`config.mk`:
```
export PLATFORM = sky130hd
export DESIGN_NAME = alu_arbiter
export DESIGN_NICKNAME = d
export VERILOG_FILES = /design/src/rtl/alu_pkg.sv /design/src/rtl/rr_arbiter.sv /design/src/rtl/alu_arbiter.sv
export SDC_FILE = /design/constraint.sdc
export NUM_CORES = 1
export LEC_CHECK = 0
export CAP_MARGIN = 20
export CORE_AREA = 2 2 107 109
export CTS_CLUSTER_SIZE = 16
export DETAILED_ROUTE_END_ITERATION = 8
export DIE_AREA = 0 0 109 111
export PLACE_DENSITY = 0.59
export SLEW_MARGIN = 10
export SYNTH_ARGS = -nofsm -noshare
export SYNTH_HDL_FRONTEND = slang
export SYNTH_SLANG_ARGS = --single-unit
```
`constraint.sdc`:
```
create_clock -name clk_i -period 2.1 [get_ports clk_i]
set_input_delay 0.525 -clock clk_i [delete_from_list [all_inputs] [get_ports clk_i]]
set_output_delay 0.525 -clock clk_i [all_outputs]
set_load 0.1 [all_outputs]
```
`src/rtl/alu_pkg.sv`:
```
// rtl/alu_pkg.sv - shared ALU op codes and helpers for the ALU arbiter
// Purpose: ALU control encodings, legality check and id-width helper.
// Ports: none (package).
package alu_pkg;

  localparam int ALU_CTRL_WIDTH = 3;

  localparam logic [ALU_CTRL_WIDTH-1:0] ALU_CTRL_ADD  = 3'b000;
  localparam logic [ALU_CTRL_WIDTH-1:0] ALU_CTRL_SLT  = 3'b010;
  localparam logic [ALU_CTRL_WIDTH-1:0] ALU_CTRL_SLTU = 3'b011;
  localparam logic [ALU_CTRL_WIDTH-1:0] ALU_CTRL_XOR  = 3'b100;
  localparam logic [ALU_CTRL_WIDTH-1:0] ALU_CTRL_OR   = 3'b110;
  localparam logic [ALU_CTRL_WIDTH-1:0] ALU_CTRL_AND  = 3'b111;

  // 001 and 101 have no ALU meaning and must never reach the ALU.
  function automatic logic alu_ctrl_legal(input logic [ALU_CTRL_WIDTH-1:0] ctrl);
    case (ctrl)
      ALU_CTRL_ADD, ALU_CTRL_SLT, ALU_CTRL_SLTU,
      ALU_CTRL_XOR, ALU_CTRL_OR, ALU_CTRL_AND: return 1'b1;
      default:                                 return 1'b0;
    endcase
  endfunction

  // Requester id width; a single requester still gets a 1-bit id.
  function automatic int id_width(input int n);
    return (n > 1) ? $clog2(n) : 1;
  endfunction

endpackage

```
`src/rtl/rr_arbiter.sv`:
```
// rtl/rr_arbiter.sv - round-robin arbiter owning the rotating priority pointer
// Purpose: pick the first set request at or after rr_ptr (modulo NUM_REQ).
// Ports:
//   clk_i      clock
//   reset_i    synchronous active-high reset, rr_ptr -> 0
//   req_i      per-requester request (already masked by the caller)
//   advance_i  allow the pointer to move past a grant this cycle
//   gnt_o      one-hot grant
//   gnt_id_o   index of the granted requester
module rr_arbiter
  import alu_pkg::*;
#(
  parameter  int NUM_REQ  = 2,
  localparam int ID_WIDTH = id_width(NUM_REQ)
) (
  input  logic                clk_i,
  input  logic                reset_i,
  input  logic [NUM_REQ-1:0]  req_i,
  input  logic                advance_i,
  output logic [NUM_REQ-1:0]  gnt_o,
  output logic [ID_WIDTH-1:0] gnt_id_o
);

  logic [ID_WIDTH-1:0] ptr_q, ptr_d;
  logic                found;
  int                  idx;
  int                  nxt;

  // Rotating search; idx wraps manually so NUM_REQ need not be a power of two.
  always_comb begin
    gnt_o    = '0;
    gnt_id_o = '0;
    found    = 1'b0;
    idx      = 0;
    for (int k = 0; k < NUM_REQ; k++) begin
      idx = int'(ptr_q) + k;
      if (idx >= NUM_REQ) idx = idx - NUM_REQ;
      if (!found && req_i[idx]) begin
        found      = 1'b1;
        gnt_o[idx] = 1'b1;
        gnt_id_o   = ID_WIDTH'(idx);
      end
    end
  end

  always_comb begin
    nxt = int'(gnt_id_o) + 1;
    if (nxt >= NUM_REQ) nxt = 0;
    ptr_d = (advance_i && found) ? ID_WIDTH'(nxt) : ptr_q;
  end

  always_ff @(posedge clk_i) begin
    if (reset_i) ptr_q <= '0;
    else         ptr_q <= ptr_d;
  end

endmodule

```
`src/rtl/alu_arbiter.sv`:
```
// rtl/alu_arbiter.sv - round-robin sharing of one registered ALU between requesters
// Purpose: grant one requester per cycle, drive its op into the ALU, and steer
//   the result back ALU_LATENCY cycles later via a matching tag pipeline.
// Ports:
//   clk_i, reset_i          clock, synchronous active-high reset
//   flush_i                 drop all in-flight responses, block grants this cycle
//   req_valid_i/req_ready_o per-requester handshake (ready is one-hot)
//   req_din_0_i/_1_i        packed operands, requester i at [i*W +: W]
//   req_ctrl_i              packed 3-bit op codes
//   alu_din_0_o/_1_o/ctrl_o ALU inputs (zero when idle or op illegal)
//   alu_result_i            ALU output
//   rsp_valid_o             one-hot response pulse to the issuer
//   rsp_result_o/rsp_err_o  response data / illegal-op flag
//   busy_o                  any op in flight
module alu_arbiter
  import alu_pkg::*;
#(
  parameter  int REG_DATA_WIDTH = 32,
  parameter  int NUM_REQ        = 2,
  parameter  int ALU_LATENCY    = 1,
  localparam int ID_WIDTH       = id_width(NUM_REQ)
) (
  input  logic                                clk_i,
  input  logic                                reset_i,
  input  logic                                flush_i,
  input  logic [NUM_REQ-1:0]                  req_valid_i,
  output logic [NUM_REQ-1:0]                  req_ready_o,
  input  logic [NUM_REQ*REG_DATA_WIDTH-1:0]   req_din_0_i,
  input  logic [NUM_REQ*REG_DATA_WIDTH-1:0]   req_din_1_i,
  input  logic [NUM_REQ*ALU_CTRL_WIDTH-1:0]   req_ctrl_i,
  output logic [REG_DATA_WIDTH-1:0]           alu_din_0_o,
  output logic [REG_DATA_WIDTH-1:0]           alu_din_1_o,
  output logic [ALU_CTRL_WIDTH-1:0]           alu_ctrl_o,
  input  logic [REG_DATA_WIDTH-1:0]           alu_result_i,
  output logic [NUM_REQ-1:0]                  rsp_valid_o,
  output logic [REG_DATA_WIDTH-1:0]           rsp_result_o,
  output logic                                rsp_err_o,
  output logic                                busy_o
);

  localparam int W    = REG_DATA_WIDTH;
  localparam int LAST = ALU_LATENCY - 1;

  logic                      blocked;
  logic [NUM_REQ-1:0]        req_eff;
  logic [NUM_REQ-1:0]        gnt;
  logic [ID_WIDTH-1:0]       gnt_id;
  logic                      issue;
  logic                      issue_err;
  logic [W-1:0]              sel_din_0, sel_din_1;
  logic [ALU_CTRL_WIDTH-1:0] sel_ctrl;

  logic [ALU_LATENCY-1:0]    tag_v_q;
  logic [ALU_LATENCY-1:0]    tag_err_q;
  logic [ID_WIDTH-1:0]       tag_id_q [ALU_LATENCY];
  logic                      rsp_live;

  // No grant can happen while flushing or in reset, so nothing new enters the pipe.
  assign blocked = flush_i | reset_i;
  assign req_eff = req_valid_i & {NUM_REQ{~blocked}};

  rr_arbiter #(.NUM_REQ(NUM_REQ)) u_rr_arbiter (
    .clk_i     (clk_i),
    .reset_i   (reset_i),
    .req_i     (req_eff),
    .advance_i (~blocked),
    .gnt_o     (gnt),
    .gnt_id_o  (gnt_id)
  );

  assign req_ready_o = gnt;
  assign issue       = |gnt;

  always_comb begin
    sel_din_0 = '0;
    sel_din_1 = '0;
    sel_ctrl  = '0;
    for (int i = 0; i < NUM_REQ; i++) begin
      if (gnt[i]) begin
        sel_din_0 = req_din_0_i[i*W +: W];
        sel_din_1 = req_din_1_i[i*W +: W];
        sel_ctrl  = req_ctrl_i[i*ALU_CTRL_WIDTH +: ALU_CTRL_WIDTH];
      end
    end
  end

  // Illegal ops still consume the slot but present an idle ALU input.
  assign issue_err   = issue & ~alu_ctrl_legal(sel_ctrl);
  assign alu_din_0_o = issue_err ? '0 : sel_din_0;
  assign alu_din_1_o = issue_err ? '0 : sel_din_1;
  assign alu_ctrl_o  = issue_err ? '0 : sel_ctrl;

  always_ff @(posedge clk_i) begin
    if (reset_i) begin
      tag_v_q   <= '0;
      tag_err_q <= '0;
      for (int k = 0; k < ALU_LATENCY; k++) tag_id_q[k] <= '0;
    end else begin
      tag_v_q[0]   <= issue;
      tag_err_q[0] <= issue_err;
      tag_id_q[0]  <= gnt_id;
      for (int k = 1; k < ALU_LATENCY; k++) begin
        tag_v_q[k]   <= tag_v_q[k-1];
        tag_err_q[k] <= tag_err_q[k-1];
        tag_id_q[k]  <= tag_id_q[k-1];
      end
      if (flush_i) tag_v_q <= '0;
    end
  end

  assign busy_o = |tag_v_q;

  // A response sitting at the pipe output in the flush/reset cycle is killed
  // too, so no op issued before the flush ever pulses rsp_valid.
  assign rsp_live = tag_v_q[LAST] & ~blocked;

  always_comb begin
    rsp_valid_o = '0;
    for (int i = 0; i < NUM_REQ; i++) begin
      rsp_valid_o[i] = rsp_live & (tag_id_q[LAST] == ID_WIDTH'(i));
    end
  end

  assign rsp_err_o    = rsp_live & tag_err_q[LAST];
  assign rsp_result_o = tag_err_q[LAST] ? '0 : alu_result_i;

endmodule

```
==> results.sh <==
export IMPL_synth_top_cells_by_area="sky130_fd_sc_hd__a22o_1 52%, sky130_fd_sc_hd__nor2b_1 20%, sky130_fd_sc_hd__dfxtp_1 7.2%, sky130_fd_sc_hd__buf_6 5.0%, sky130_fd_sc_hd__buf_2 3.1%"
export IMPL_first_global_vias=2630
export IMPL_finalCoreUtilization_pct=56.6
export IMPL_syn_instance_count=144
export IMPL_total_non_filler_cell_area_in_the_finished_layout_mm2=0.00627
export IMPL_multi_input_comb_area_mm2=0.00157
export IMPL_status="finished, violations left"
export IMPL_initial_standard_cell_utilization_of_the_core_pct=10.1
export IMPL_worstSetupPathType="primary input to output port"
export IMPL_cellPowerDensity_mw_per_mm2=338
export IMPL_average_via_count_per_standard_cell=4.25
export IMPL_finalCriticalPeriod_ps=2410
export IMPL_globalRoute_totalOverflow=0
export IMPL_synth_lib_cells_used_distinct=19
export IMPL_global_route_wire_length_before_repair_um=15500
export IMPL_slowest_stage="sky130_fd_sc_hd__or3b_4"
export IMPL_detail_route_antenna_nets=0
export IMPL_worst_setup_hold_path_clk_slew_ps=30
export IMPL_tightest_slew_ps=326
export IMPL_max_cap_violations=0
export IMPL_timing_fmax_mhz=415
export IMPL_post_route_drc_count=0
export IMPL_wire_per_inst_um=18.0
export IMPL_postLayoutSetupSlackWorst_ps=-310
export IMPL_grt_util_all_layers_pct=16.6
export IMPL_clock_sinks=4
export IMPL_max_fanout_on_critical_path=6
export IMPL_min_period_over_period_pct=115
export IMPL_hold_path_class="primary input to register"
export IMPL_timing_critical_path_mode_cell="sky130_fd_sc_hd__buf_8"
export IMPL_synthesis_warning_total=0
export IMPL_most_common_cell_in_the_netlist="sky130_fd_sc_hd__a22o_1"
export IMPL_setup_worst_path_start_class="primary input"
export IMPL_layoutNonFillerInstCount=588
export IMPL_cts_hold_buffers=0
export IMPL_syn2layout_area_growth_pct=460
export IMPL_dominantRegCellSynth="sky130_fd_sc_hd__dfxtp_1"
export IMPL_fp_dieW_um=109
export IMPL_cts_max_level=1
export IMPL_place_hpwl_um=8640
export IMPL_num_rows=39
export IMPL_post_synthesis_net_count=315
export IMPL_worst_r2r_cell_count=7
export IMPL_timing_critical_path_max_delay_family="buffers and inverters"
export IMPL_worst_hold_margin_ps=560
export IMPL_placed_inst_area_mm2=0.00584
export IMPL_drtIter0Drc=77
export IMPL_power_ir_vdd_worst_uv=211
export IMPL_synth_cell_area_mm2=0.00112
export IMPL_signal_arrival_time_at_the_worst_endpoint_ps=1890
export IMPL_drive_above_1_share_pct=52.1
export IMPL_worstPathBufferInverterCount=4
export IMPL_final_max_slew_viol_count=0
export IMPL_syn_mean_instance_area_um2=7.78
export IMPL_synth_yosys_seq_area_share_pct=7.15
export IMPL_seq_area_um2=81.3
export IMPL_vertical_extent_of_the_die_um=111
export IMPL_final_nets=618
export IMPL_timing_max_slew_rel_slack_pct=78.3
export IMPL_globalplace_congestion=0.809
export IMPL_nFillCells=896
export IMPL_io_pin_count=276
export IMPL_vias=2499
export IMPL_synth_edf_count=0
export IMPL_cell_taking_the_most_area_after_synthesis="sky130_fd_sc_hd__a22o_1"
export IMPL_failed_checks="setup timing"
export IMPL_slowest_delay_ps=410
export IMPL_drt_wl_total_um=10600
export IMPL_path_cells="buf_8, or3b_4, nor3_4, buf_8, clkbuf_16, a22o_4, buf_12"
export IMPL_placed_cells=567
export IMPL_setup_worst_path_end_class="output port"
export IMPL_num_antenna_cells=0
export IMPL_grt_setup_unrepaired="true"
export IMPL_cts_root_buf="sky130_fd_sc_hd__clkbuf_16"
export IMPL_final_hold_viol_count=0
export IMPL_synth_top_cells_by_count="66 x sky130_fd_sc_hd__a22o_1, 35 x sky130_fd_sc_hd__nor2b_1, 7 x sky130_fd_sc_hd__buf_2"
export IMPL_clk_path_buf_depth=2
export IMPL_cts_tree="built"
export IMPL_grt_antenna_before_repair=0
export IMPL_coreArea_mm2=0.0111
export IMPL_drt_pass1_iterations=4
export IMPL_synth_top_area_share_pct=51.6
export IMPL_crit_required_ps=1570
export IMPL_insertion_delay_ps=220
export IMPL_postSynthRegisterBits=4
export IMPL_numCtsBuffers=3
export IMPL_grt_max_degree=34
export IMPL_cell_leakage_power_uw=0.00274
export IMPL_fin_total_pwr_uw=2120
export IMPL_asyncSetResetFlopFracSynth_pct=0
export IMPL_fin_skew_ps=1.71
export IMPL_overall_die_area_mm2=0.0121
export IMPL_crit_path_depth=7
export IMPL_buffer_ports_inserted=275
export IMPL_setup_viol=68
export IMPL_holdPathStages=3
cell families (layout without fill, tap and decap cells):
group	count (synthesis)	count (layout)	synth area share, %
flip-flops	4	4	7.15
AO/OA/AOI/OAI	70	70	54.9
AND/OR/NAND/NOR	50	50	26.8
buffers and inverters	20	321	11.2
flip-flops by register name (all words and copies together), names as in the netlist:
name,flops
busy_o,1
tag_err_q,1
tag_id_q,1
u_rr_arbiter.ptr_q,1
cells in the final DEF (no fill, tap or decap), drive strengths merged, types with 3 or more instances in the layout:
master         count
nor2               5
nor2b             35
clkdlybuf4s50    162
dfxtp              4
and3               3
a22o              66
nand2              3
clkbuf             5
dlygate4sd2        4
buf              146
worst paths after layout:
| check | slack, ps | from | endpoint |
|---|---|---|---|
| max | -310 | reset_i | alu_ctrl_o[2] |
| min reg2reg | 570 | u_rr_arbiter.ptr_q | u_rr_arbiter.ptr_q |
| min | 560 | reset_i | u_rr_arbiter.ptr_q |
| max reg2reg | 640 | u_rr_arbiter.ptr_q | busy_o |
final cells by class:
cell class	count	share of cell area, %
timing repair buffer	316	69.6
tap	143	2.85
multi-input combinational	120	25.0
sequential	4	1.30
clock buffer	3	1.20
inverter	2	0.120
metal layers:
layer	wire length, um	track usage [%]	vias up	share of wire (%)
li1	-	-	1172	-
met1	3720	17.9	1181	35
met2	5580	30.8	138	53
met3	1140	5.64	8	11
met4	126	3.33	0	1.2
met5	0	0	-	0
what timing repair did:
action | 4_1_cts | 5_1_grt
buffers inserted | 9 | 4
pin swaps | 10 | 9
setup endpoints to repair | 72 | 69
gates resized for setup | 43 | 7
cloned | 6 | 2
power by group:
group          switching [uW]  leakage [uW]  total, uW  internal, uW
registers                3.87     0.0000332       84.6          80.8
clock network            50.5     0.0000370        293           243
logic                     942       0.00267       1740           798
total                     997       0.00274       2120          1120
worst register-to-register path: stages (launching register included):
cell and delay (ps):
sky130_fd_sc_hd__dfxtp_1 340, sky130_fd_sc_hd__nor2b_4 160, sky130_fd_sc_hd__buf_4 160, sky130_fd_sc_hd__nor2_4 50, sky130_fd_sc_hd__buf_4 120, sky130_fd_sc_hd__buf_4 110
sky130_fd_sc_hd__buf_4 120, sky130_fd_sc_hd__or2_2 260
through the flow:
stage          TNS, ps  worst slack, ps
2_1_floorplan   -21140             -302
3_3_place_gp    -45390             -686
3_5_place_dp    -48180             -733
4_1_cts         -24230             -445
5_1_grt         -22460             -365
6_report        -18690             -310
Note: power is estimated with default switching activity, not from simulation.
